===== config.mk =====
export PLATFORM = sky130hd
export DESIGN_NAME = pixel_plotter_flat
export DESIGN_NICKNAME = d
export VERILOG_FILES = /design/src/rtl/pixel_plotter_if.sv /design/src/rtl/pixel_plotter.sv /design/src/flat_wrapper.sv
export SDC_FILE = /design/constraint.sdc
export NUM_CORES = 1
export LEC_CHECK = 0
export CAP_MARGIN = 10
export CORE_UTILIZATION = 51
export DETAILED_ROUTE_END_ITERATION = 10
export PLACE_DENSITY_LB_ADDON = 0.15
export SYNTH_ARGS = -nofsm -noshare
export SYNTH_HDL_FRONTEND = slang
export SYNTH_SLANG_ARGS = --single-unit
export TNS_END_PERCENT = 10

===== constraint.sdc =====
create_clock -name clk_25MHz -period 3.9 [get_ports clk_25MHz]
set_input_delay 0.975 -clock clk_25MHz [delete_from_list [all_inputs] [get_ports clk_25MHz]]
set_output_delay 0.975 -clock clk_25MHz [all_outputs]
set_load 0.005 [all_outputs]

===== src/rtl/pixel_plotter_if.sv =====
// Point-request channel into the pixel plotter.
// The master drives a point and its operation. The slave answers with ready.
interface pixel_plotter_if;
  logic       pt_valid;
  logic       pt_ready;
  logic [9:0] pt_x;
  logic [8:0] pt_y;
  logic       pt_erase;

  modport master (
    output pt_valid,
    output pt_x,
    output pt_y,
    output pt_erase,
    input  pt_ready
  );

  modport slave (
    input  pt_valid,
    input  pt_x,
    input  pt_y,
    input  pt_erase,
    output pt_ready
  );
endinterface


===== src/rtl/pixel_plotter.sv =====
// 1-bpp framebuffer plotter. Each accepted point updates one pixel through a
// read-modify-write of the 32-bit word that holds it. A clear request zeroes
// the whole framebuffer, writing one word per cycle.
//
//   state | meaning
//   ------+------------------------------------------------------------
//   IDLE  | waiting; accepts a point or a clear request
//   READ  | BRAM read of the word holding the pixel
//   WAIT  | read data arrives; modified word is registered
//   WRITE | modified word written back, point counted
//   CLEAR | zero-word writes sweeping the whole framebuffer
module pixel_plotter #(
  parameter int H_PIX = 640,
  parameter int V_PIX = 480
) (
  input  logic                  clk_25MHz,
  input  logic                  reset,
  pixel_plotter_if.slave        pt_if,
  input  logic                  clr_req_i,
  output logic                  busy_o,
  output logic                  oob_err_o,
  output logic [15:0]           pt_count_o,
  output logic                  bram_en_o,
  output logic                  bram_we_o,
  output logic [15:0]           bram_addr_o,
  output logic [31:0]           bram_wdata_o,
  input  logic [31:0]           bram_rdata_i
);

  localparam int WORDS_PER_LINE = H_PIX / 32;
  localparam int LAST_WORD      = (H_PIX * V_PIX) / 32 - 1;

  localparam logic [15:0] WPL      = 16'(WORDS_PER_LINE);
  localparam logic [15:0] CLR_LAST = 16'(LAST_WORD);
  localparam logic [10:0] X_LIM    = 11'(H_PIX);
  localparam logic [9:0]  Y_LIM    = 10'(V_PIX);

  typedef enum logic [2:0] {
    S_IDLE  = 3'd0,
    S_READ  = 3'd1,
    S_WAIT  = 3'd2,
    S_WRITE = 3'd3,
    S_CLEAR = 3'd4
  } state_t;

  state_t      state_q, state_d;
  logic [4:0]  bit_q, bit_d;
  logic        erase_q, erase_d;
  logic [15:0] addr_q, addr_d;
  logic [31:0] word_q, word_d;
  logic [15:0] count_q, count_d;
  logic        oob_q, oob_d;
  logic [15:0] left_q, left_d;

  logic        in_range;
  logic [15:0] word_idx;
  logic [15:0] pt_addr;

  // Address of the word holding the requested pixel (row-major, 4-byte words).
  assign in_range = ({1'b0, pt_if.pt_x} < X_LIM) && ({1'b0, pt_if.pt_y} < Y_LIM);
  assign word_idx = 16'(pt_if.pt_y) * WPL + 16'(pt_if.pt_x[9:5]);
  assign pt_addr  = {word_idx[13:0], 2'b00};

  // State register and datapath registers; reset abandons any operation.
  always_ff @(posedge clk_25MHz or posedge reset) begin
    if (reset) begin
      state_q <= S_IDLE;
      bit_q   <= '0;
      erase_q <= 1'b0;
      addr_q  <= '0;
      word_q  <= '0;
      count_q <= '0;
      oob_q   <= 1'b0;
      left_q  <= '0;
    end else begin
      state_q <= state_d;
      bit_q   <= bit_d;
      erase_q <= erase_d;
      addr_q  <= addr_d;
      word_q  <= word_d;
      count_q <= count_d;
      oob_q   <= oob_d;
      left_q  <= left_d;
    end
  end

  // Next-state and datapath update. A clear request wins over a pending point.
  always_comb begin
    state_d = state_q;
    bit_d   = bit_q;
    erase_d = erase_q;
    addr_d  = addr_q;
    word_d  = word_q;
    count_d = count_q;
    oob_d   = 1'b0;
    left_d  = left_q;
    case (state_q)
      S_IDLE: begin
        if (clr_req_i) begin
          state_d = S_CLEAR;
          count_d = '0;
          addr_d  = '0;
          left_d  = CLR_LAST;
        end else if (pt_if.pt_valid) begin
          if (in_range) begin
            state_d = S_READ;
            addr_d  = pt_addr;
            bit_d   = pt_if.pt_x[4:0];
            erase_d = pt_if.pt_erase;
          end else begin
            oob_d = 1'b1;
          end
        end
      end
      S_READ: begin
        state_d = S_WAIT;
      end
      S_WAIT: begin
        word_d        = bram_rdata_i;
        word_d[bit_q] = ~erase_q;
        state_d       = S_WRITE;
      end
      S_WRITE: begin
        count_d = count_q + 16'd1;
        state_d = S_IDLE;
      end
      S_CLEAR: begin
        // left_q counts down the words still to write after this one.
        if (left_q == 16'd0) begin
          state_d = S_IDLE;
        end else begin
          addr_d = addr_q + 16'd4;
          left_d = left_q - 16'd1;
        end
      end
      default: begin
        state_d = S_IDLE;
      end
    endcase
  end

  // Outputs decoded from the current state.
  always_comb begin
    pt_if.pt_ready = 1'b0;
    bram_en_o      = 1'b0;
    bram_we_o      = 1'b0;
    bram_wdata_o   = '0;
    case (state_q)
      S_IDLE: begin
        pt_if.pt_ready = ~clr_req_i;
      end
      S_READ: begin
        bram_en_o = 1'b1;
      end
      S_WRITE: begin
        bram_en_o    = 1'b1;
        bram_we_o    = 1'b1;
        bram_wdata_o = word_q;
      end
      S_CLEAR: begin
        bram_en_o = 1'b1;
        bram_we_o = 1'b1;
      end
      default: begin
        bram_en_o = 1'b0;
      end
    endcase
  end

  assign busy_o      = (state_q != S_IDLE);
  assign oob_err_o   = oob_q;
  assign pt_count_o  = count_q;
  assign bram_addr_o = addr_q;

endmodule


===== src/flat_wrapper.sv =====
// flat-port wrapper written by rule: the top's interface ports become plain ports
module pixel_plotter_flat 
#(
  parameter int H_PIX = 640,
  parameter int V_PIX = 480
)
  (clk_25MHz, reset, clr_req_i, busy_o, oob_err_o, pt_count_o, bram_en_o, bram_we_o, bram_addr_o, bram_wdata_o, bram_rdata_i, pt_if_pt_valid, pt_if_pt_x, pt_if_pt_y, pt_if_pt_erase, pt_if_pt_ready);
  pixel_plotter_if pt_if_i ();
  input  logic clk_25MHz;
  input  logic reset;
  input  logic clr_req_i;
  output logic busy_o;
  output logic oob_err_o;
  output logic [15:0] pt_count_o;
  output logic bram_en_o;
  output logic bram_we_o;
  output logic [15:0] bram_addr_o;
  output logic [31:0] bram_wdata_o;
  input  logic [31:0] bram_rdata_i;
  input wire logic [$bits(pt_if_i.pt_valid)-1:0] pt_if_pt_valid;
  input wire logic [$bits(pt_if_i.pt_x)-1:0] pt_if_pt_x;
  input wire logic [$bits(pt_if_i.pt_y)-1:0] pt_if_pt_y;
  input wire logic [$bits(pt_if_i.pt_erase)-1:0] pt_if_pt_erase;
  output wire logic [$bits(pt_if_i.pt_ready)-1:0] pt_if_pt_ready;
  assign pt_if_i.pt_valid = pt_if_pt_valid;
  assign pt_if_i.pt_x = pt_if_pt_x;
  assign pt_if_i.pt_y = pt_if_pt_y;
  assign pt_if_i.pt_erase = pt_if_pt_erase;
  assign pt_if_pt_ready = pt_if_i.pt_ready;
  pixel_plotter #(.H_PIX(H_PIX), .V_PIX(V_PIX)) u_core (.clk_25MHz(clk_25MHz), .reset(reset), .pt_if(pt_if_i), .clr_req_i(clr_req_i), .busy_o(busy_o), .oob_err_o(oob_err_o), .pt_count_o(pt_count_o), .bram_en_o(bram_en_o), .bram_we_o(bram_we_o), .bram_addr_o(bram_addr_o), .bram_wdata_o(bram_wdata_o), .bram_rdata_i(bram_rdata_i));
endmodule

After elaboration in Yosys (flattened, before gate mapping)
Cells that the tools add are included.
Widths: inputs -> output; s select.
{"block": "totals", "regBits": 90, "latch_bits": 0, "ramBits": 0, "romBits": 0, "output_inout_bits": 69, "memories": 0}
{"block": "op_classes", "addsub": 4, "mul": 1, "div_mod_pow": 0, "n_lt_le_gt_ge": 4, "n_eq_ne": 9, "shift": 0, "n_mux": 26, "n_bitwise": 2, "reduce_logical": 14}
{"op": "$mux 16", "count": 7}
{"op": "$pmux 16 s2", "count": 3}
{"op": "$bwmux 32", "count": 1}
{"op": "$mux 32", "count": 1}
{"op": "$add 16x1->16 const B", "count": 1}
{"op": "$add 16x3->16 const B", "count": 1}
{"op": "$logic_not 16->1", "count": 1}
{"op": "$sub 16x1->16 const B", "count": 1}
{"op": "$add 14x5->14", "count": 1}
{"op": "$mul 9x3->12 const B", "count": 1}
{"op": "$mux 3", "count": 4}
{"op": "$pmux 3 s4", "count": 1}
{"op": "$lt 10x10->1 const B", "count": 1}
{"op": "$lt 9x9->1 const B", "count": 1}
{"op": "$mux 1", "count": 8}
{"op": "$reduce_and 4->1", "count": 2}
{"op": "$eq 3x2->1 const B", "count": 2}
{"op": "$lt 5x6->1 const B", "count": 1}
{"op": "$reduce_and 3->1", "count": 2}
{"op": "$demux 1 s5", "count": 1}
{"op": "$ge 5x1->1 const B", "count": 1}
{"op": "$ne 2x2->1 const B", "count": 2}
{"op": "$reduce_bool 2->1", "count": 2}
{"op": "$eq 3x1->1 const B", "count": 1}
{"op": "11 further kinds", "count": 13}

Logic depth before layout (Yosys ltp)
{"block": "logic_depth", "ltp_word": 6, "ltp_mapped": 9}

Least setup slack after synthesis
No wires, ideal clock.
{"block": "synth_path", "path_kind": "input port to flip-flop", "start": "in pt_if_pt_y[1]", "end": "reg u_core.addr_q[14], in the netlist u_core.bram_addr_o[14]", "setup_ns": 0.076, "arrival_ns": 3.192, "required_time_ns": 3.824, "path_slack_ns": 0.632, "stages": 9, "cell_sequence": "ha_1 > ha_1 > fa_1 > a211o_1 > a211o_1 > a221oi_2 > nand4_1 > xor2_1 > o21ai_1"}
{"block": "synth_between", "elab_chain_len": 6, "word_cells_on_any_way": 10, "classes_between": "1 x add/sub; 1 x mul; 1 x order compare; 1 x eq/ne; 4 x mux; 2 x reduce/logical"}
{"element": "from (decl)", "line": "flat_wrapper.sv:22", "source": "input wire logic [$bits(pt_if_i.pt_y)-1:0] pt_if_pt_y;"}
{"element": "$mul 9x3->12", "line": "pixel_plotter.sv:61", "source": "assign word_idx = 16'(pt_if.pt_y) * WPL + 16'(pt_if.pt_x[9:5]);"}
{"element": "$add 14x5->14", "line": "pixel_plotter.sv:61"}
{"element": "$mux 16", "line": "pixel_plotter.sv:105", "source": "if (in_range) begin"}
{"element": "$mux 16", "line": "pixel_plotter.sv:104", "source": "end else if (pt_if.pt_valid) begin"}
{"element": "$mux 16", "line": "pixel_plotter.sv:99", "source": "if (clr_req_i) begin"}
{"element": "$pmux 16 s2", "line": "pixel_plotter.sv:97", "source": "case (state_q)"}
{"element": "to (signal assigned)", "line": "pixel_plotter.sv:79", "source": "addr_q <= addr_d;"}
{"element": "to (decl)", "line": "pixel_plotter.sv:49", "source": "logic [15:0] addr_q, addr_d;"}
Several ways; a longest one is shown, not always the timed one. The select of a mux whose other input is x is not followed.
A chain may end at the register's enable or synchronous reset.

Worst setup path in the final report
{"block": "layout_path", "start": "in pt_if_pt_y[1]", "end": "reg u_core.addr_q[13], in the netlist u_core.bram_addr_o[13]"}
Same word-level chain as after synthesis.

==> impl_metrics.env <==
export IMPL_layout_drive_gt1_share=0.0659
export IMPL_synth_commonest_cells="dfrtp_1 (88), nor2_1 (72), o21ai_0 (60)"
export IMPL_ff2ff_setup_slack_ps=1100
export IMPL_die_w_um=106
export IMPL_synthTopCellsByArea="dfrtp_1 (40%), o21ai_0 (5.5%), nor2_1 (4.9%)"
export IMPL_critical_path_class="primary input to register"
export IMPL_netlist_area_leader_share=0.402
export IMPL_antenna_found_initial=0
export IMPL_dr_total_vias=5142
export IMPL_grt_pass1_vias=4903
export IMPL_setup_tns_ps=0
export IMPL_finalCritPeriodShare=0.908
export IMPL_wl_um=14200
export IMPL_insertion_delay_ps=360
export IMPL_cp_arrival_ps=3820
export IMPL_grt_pass1_wl_um=23400
export IMPL_path_clk_slew_ps=90
export IMPL_core_um2=10400
export IMPL_skew_ps=14.4
export IMPL_hold_path_class="register to register"
export IMPL_yosysTopAreaCell="dfrtp_1"
export IMPL_drv_slew=0
export IMPL_fin_crit_ps=3540
export IMPL_ir_worst_vdd_mv=0.341
export IMPL_hpwl_um=10300
export IMPL_crit_path_max_fanout=4
export IMPL_area_growth_pct=27.5
export IMPL_finalHoldViolations=0
export IMPL_tightest_slew_ps=897
export IMPL_dieArea_um2=11200
export IMPL_gp_congestion=0.870
export IMPL_synth_most_common_cell="dfrtp_1"
export IMPL_dpl_cell_count=863
export IMPL_synth_edf_count=0
export IMPL_maxSlewHeadroom=0.402
export IMPL_leakage_nw=2.67
export IMPL_grt_util_all_layers=0.261
export IMPL_dr_pass1_iters=5
export IMPL_fin_nets=816
export IMPL_setup_viol=0
export IMPL_cts_max_level=3
export IMPL_ys_seq_area_frac=0.402
export IMPL_cts_tree="yes"
export IMPL_synth_seq_cells=88
export IMPL_maxCapViolations=0
export IMPL_cts_root_buffer="clkbuf_8"
export IMPL_synth_area_per_cell_um2=8.63
export IMPL_clockBufferDepth=2
export IMPL_holdBufCountCts=0
export IMPL_cts_inserted_buffers=9
export IMPL_power_density_nw_per_um2=481
export IMPL_fmax_mhz=282
export IMPL_grt_max_degree=66
export IMPL_cts_repair_resized=0
export IMPL_postCtsSetupBuffers=0
export IMPL_yosysWarnings=0
export IMPL_start_util=0.528
export IMPL_syn_area_um2=5470
export IMPL_ant_nets=0
export IMPL_synthCells=634
export IMPL_status="finished, final reports clean"
export IMPL_synth_cell_type_count=60
export IMPL_io_buffer_count=122
export IMPL_overflow=0
export IMPL_worstSetupEndpointType="register"
export IMPL_drc=0
export IMPL_viasPerCell=5.85
export IMPL_diodes=0
export IMPL_row_count=37
export IMPL_first_iter_violations=255
export IMPL_synth_flop_cell="dfrtp_1"
export IMPL_critPathRequiredTime_ps=4180
export IMPL_async_flop_share=1.00
export IMPL_rsz0062_at_grt="false"
export IMPL_clock_sinks=88
export IMPL_cp_start_kind="primary input"
export IMPL_pin_count=125
export IMPL_fin_cells=879
export IMPL_finish_utilization=0.673
export IMPL_die_h_um=106
export IMPL_wl_per_cell_um=16.2
[report_power, final]
group / switching (mW) / leakage, nW / total (mW) / internal [mW]
registers: 0.316 / 0.997 / 1.49 / 1.17
logic: 0.701 / 1.58 / 1.28 / 0.575
clock network: 0.339 / 0.0861 / 0.593 / 0.254
[flip-flops by register name (all words and copies together), names as in the netlist]
register	flops
u_core.bit_q	5
u_core.oob_err_o	1
u_core.state_q	3
u_core.erase_q	1
u_core.pt_count_o	16
u_core.bram_addr_o	14
u_core.left_q	16
u_core.word_q	32
[placed cells by master (no fill, tap or decap), types with 6 or more instances in the layout]
master,netlist,final
dfrtp_1,88,88
o21ai_0,60,60
mux2_2,7,7
inv_1,10,9
clkbuf_8,0,10
or3_1,35,35
o211ai_1,6,6
nor4_1,8,8
nand2_1,47,47
a31oi_1,39,39
nor2_1,72,72
ha_1,20,20
xor2_1,16,16
and2_1,33,33
nor3_1,13,13
clkdlybuf4s50_1,0,122
nand3_1,20,20
nand4_1,10,10
buf_4,2,8
a21oi_1,23,23
[final cells by class]
type | count | area (um2)
Timing Repair Buffer | 131 | 1300
Clock inverter | 5 | 41.3
Fill cell | 886 | 3390
Sequential cell | 88 | 2200
Tap cell | 136 | 170
Clock buffer | 11 | 141
Multi-Input combinational cell | 498 | 3080
Inverter | 10 | 38.8
[layer usage]
layer | vias up | share of wire | GRT usage
li1 | 2500 | - | -
met1 | 2475 | 0.43 | 0.343
met2 | 153 | 0.51 | 0.446
met3 | 14 | 0.045 | 0.0408
met4 | 0 | 0.011 | 0.0724
met5 | - | 0 | 0
[worst max-delay path, cell delays in order]
cell and delay, ps:
clkdlybuf4s50_1 440, ha_1 320, ha_1 240, fa_1 430
a211o_1 360, a211o_1 310, a221oi_2 310, buf_4 170
nand3b_1 80, a31oi_1 180
[final timing paths]
kind,from,endpoint,cells past startpoint
worst min register to register,u_core.pt_count_o[15]$_DFFE_PP0P_,u_core.pt_count_o[15]$_DFFE_PP0P_,1
max in group asynchronous,reset,u_core.bram_addr_o[15]$_DFFE_PP0P_,3
worst min-delay path,u_core.pt_count_o[15]$_DFFE_PP0P_,u_core.pt_count_o[15]$_DFFE_PP0P_,1
min in group asynchronous,reset,u_core.left_q[14]$_DFFE_PP0P_,2
worst max-delay path,pt_if_pt_y[1],u_core.bram_addr_o[13]$_DFFE_PP0P_,10
worst max register to register,u_core.state_q[0]$_DFFE_PP0P_,u_core.left_q[15]$_DFFE_PP0P_,6
[cells by family after synthesis]
kind of cell | share of synthesized area
and+or+nand+nor | 0.261
AOI/OAI and AO/OA | 0.191
buffers and inverters | 0.0373
muxes | 0.0217
other | 0.000685
DFF | 0.402
xor gates and xnor gates | 0.0336
adders and majority gates | 0.0530
[metrics by stage]
stage	setup WS, ps	area [um2]	power (mW)	hold WS, ps
after floorplan	632	5480	2.26	469
after global placement	142	6790	2.71	468
after detailed placement	31.9	6790	2.77	472
after CTS	359	6980	3.36	486
after global routing	220	6980	3.60	510
final	359	6980	3.36	483
Note: power is estimated with default switching activity, not from simulation.
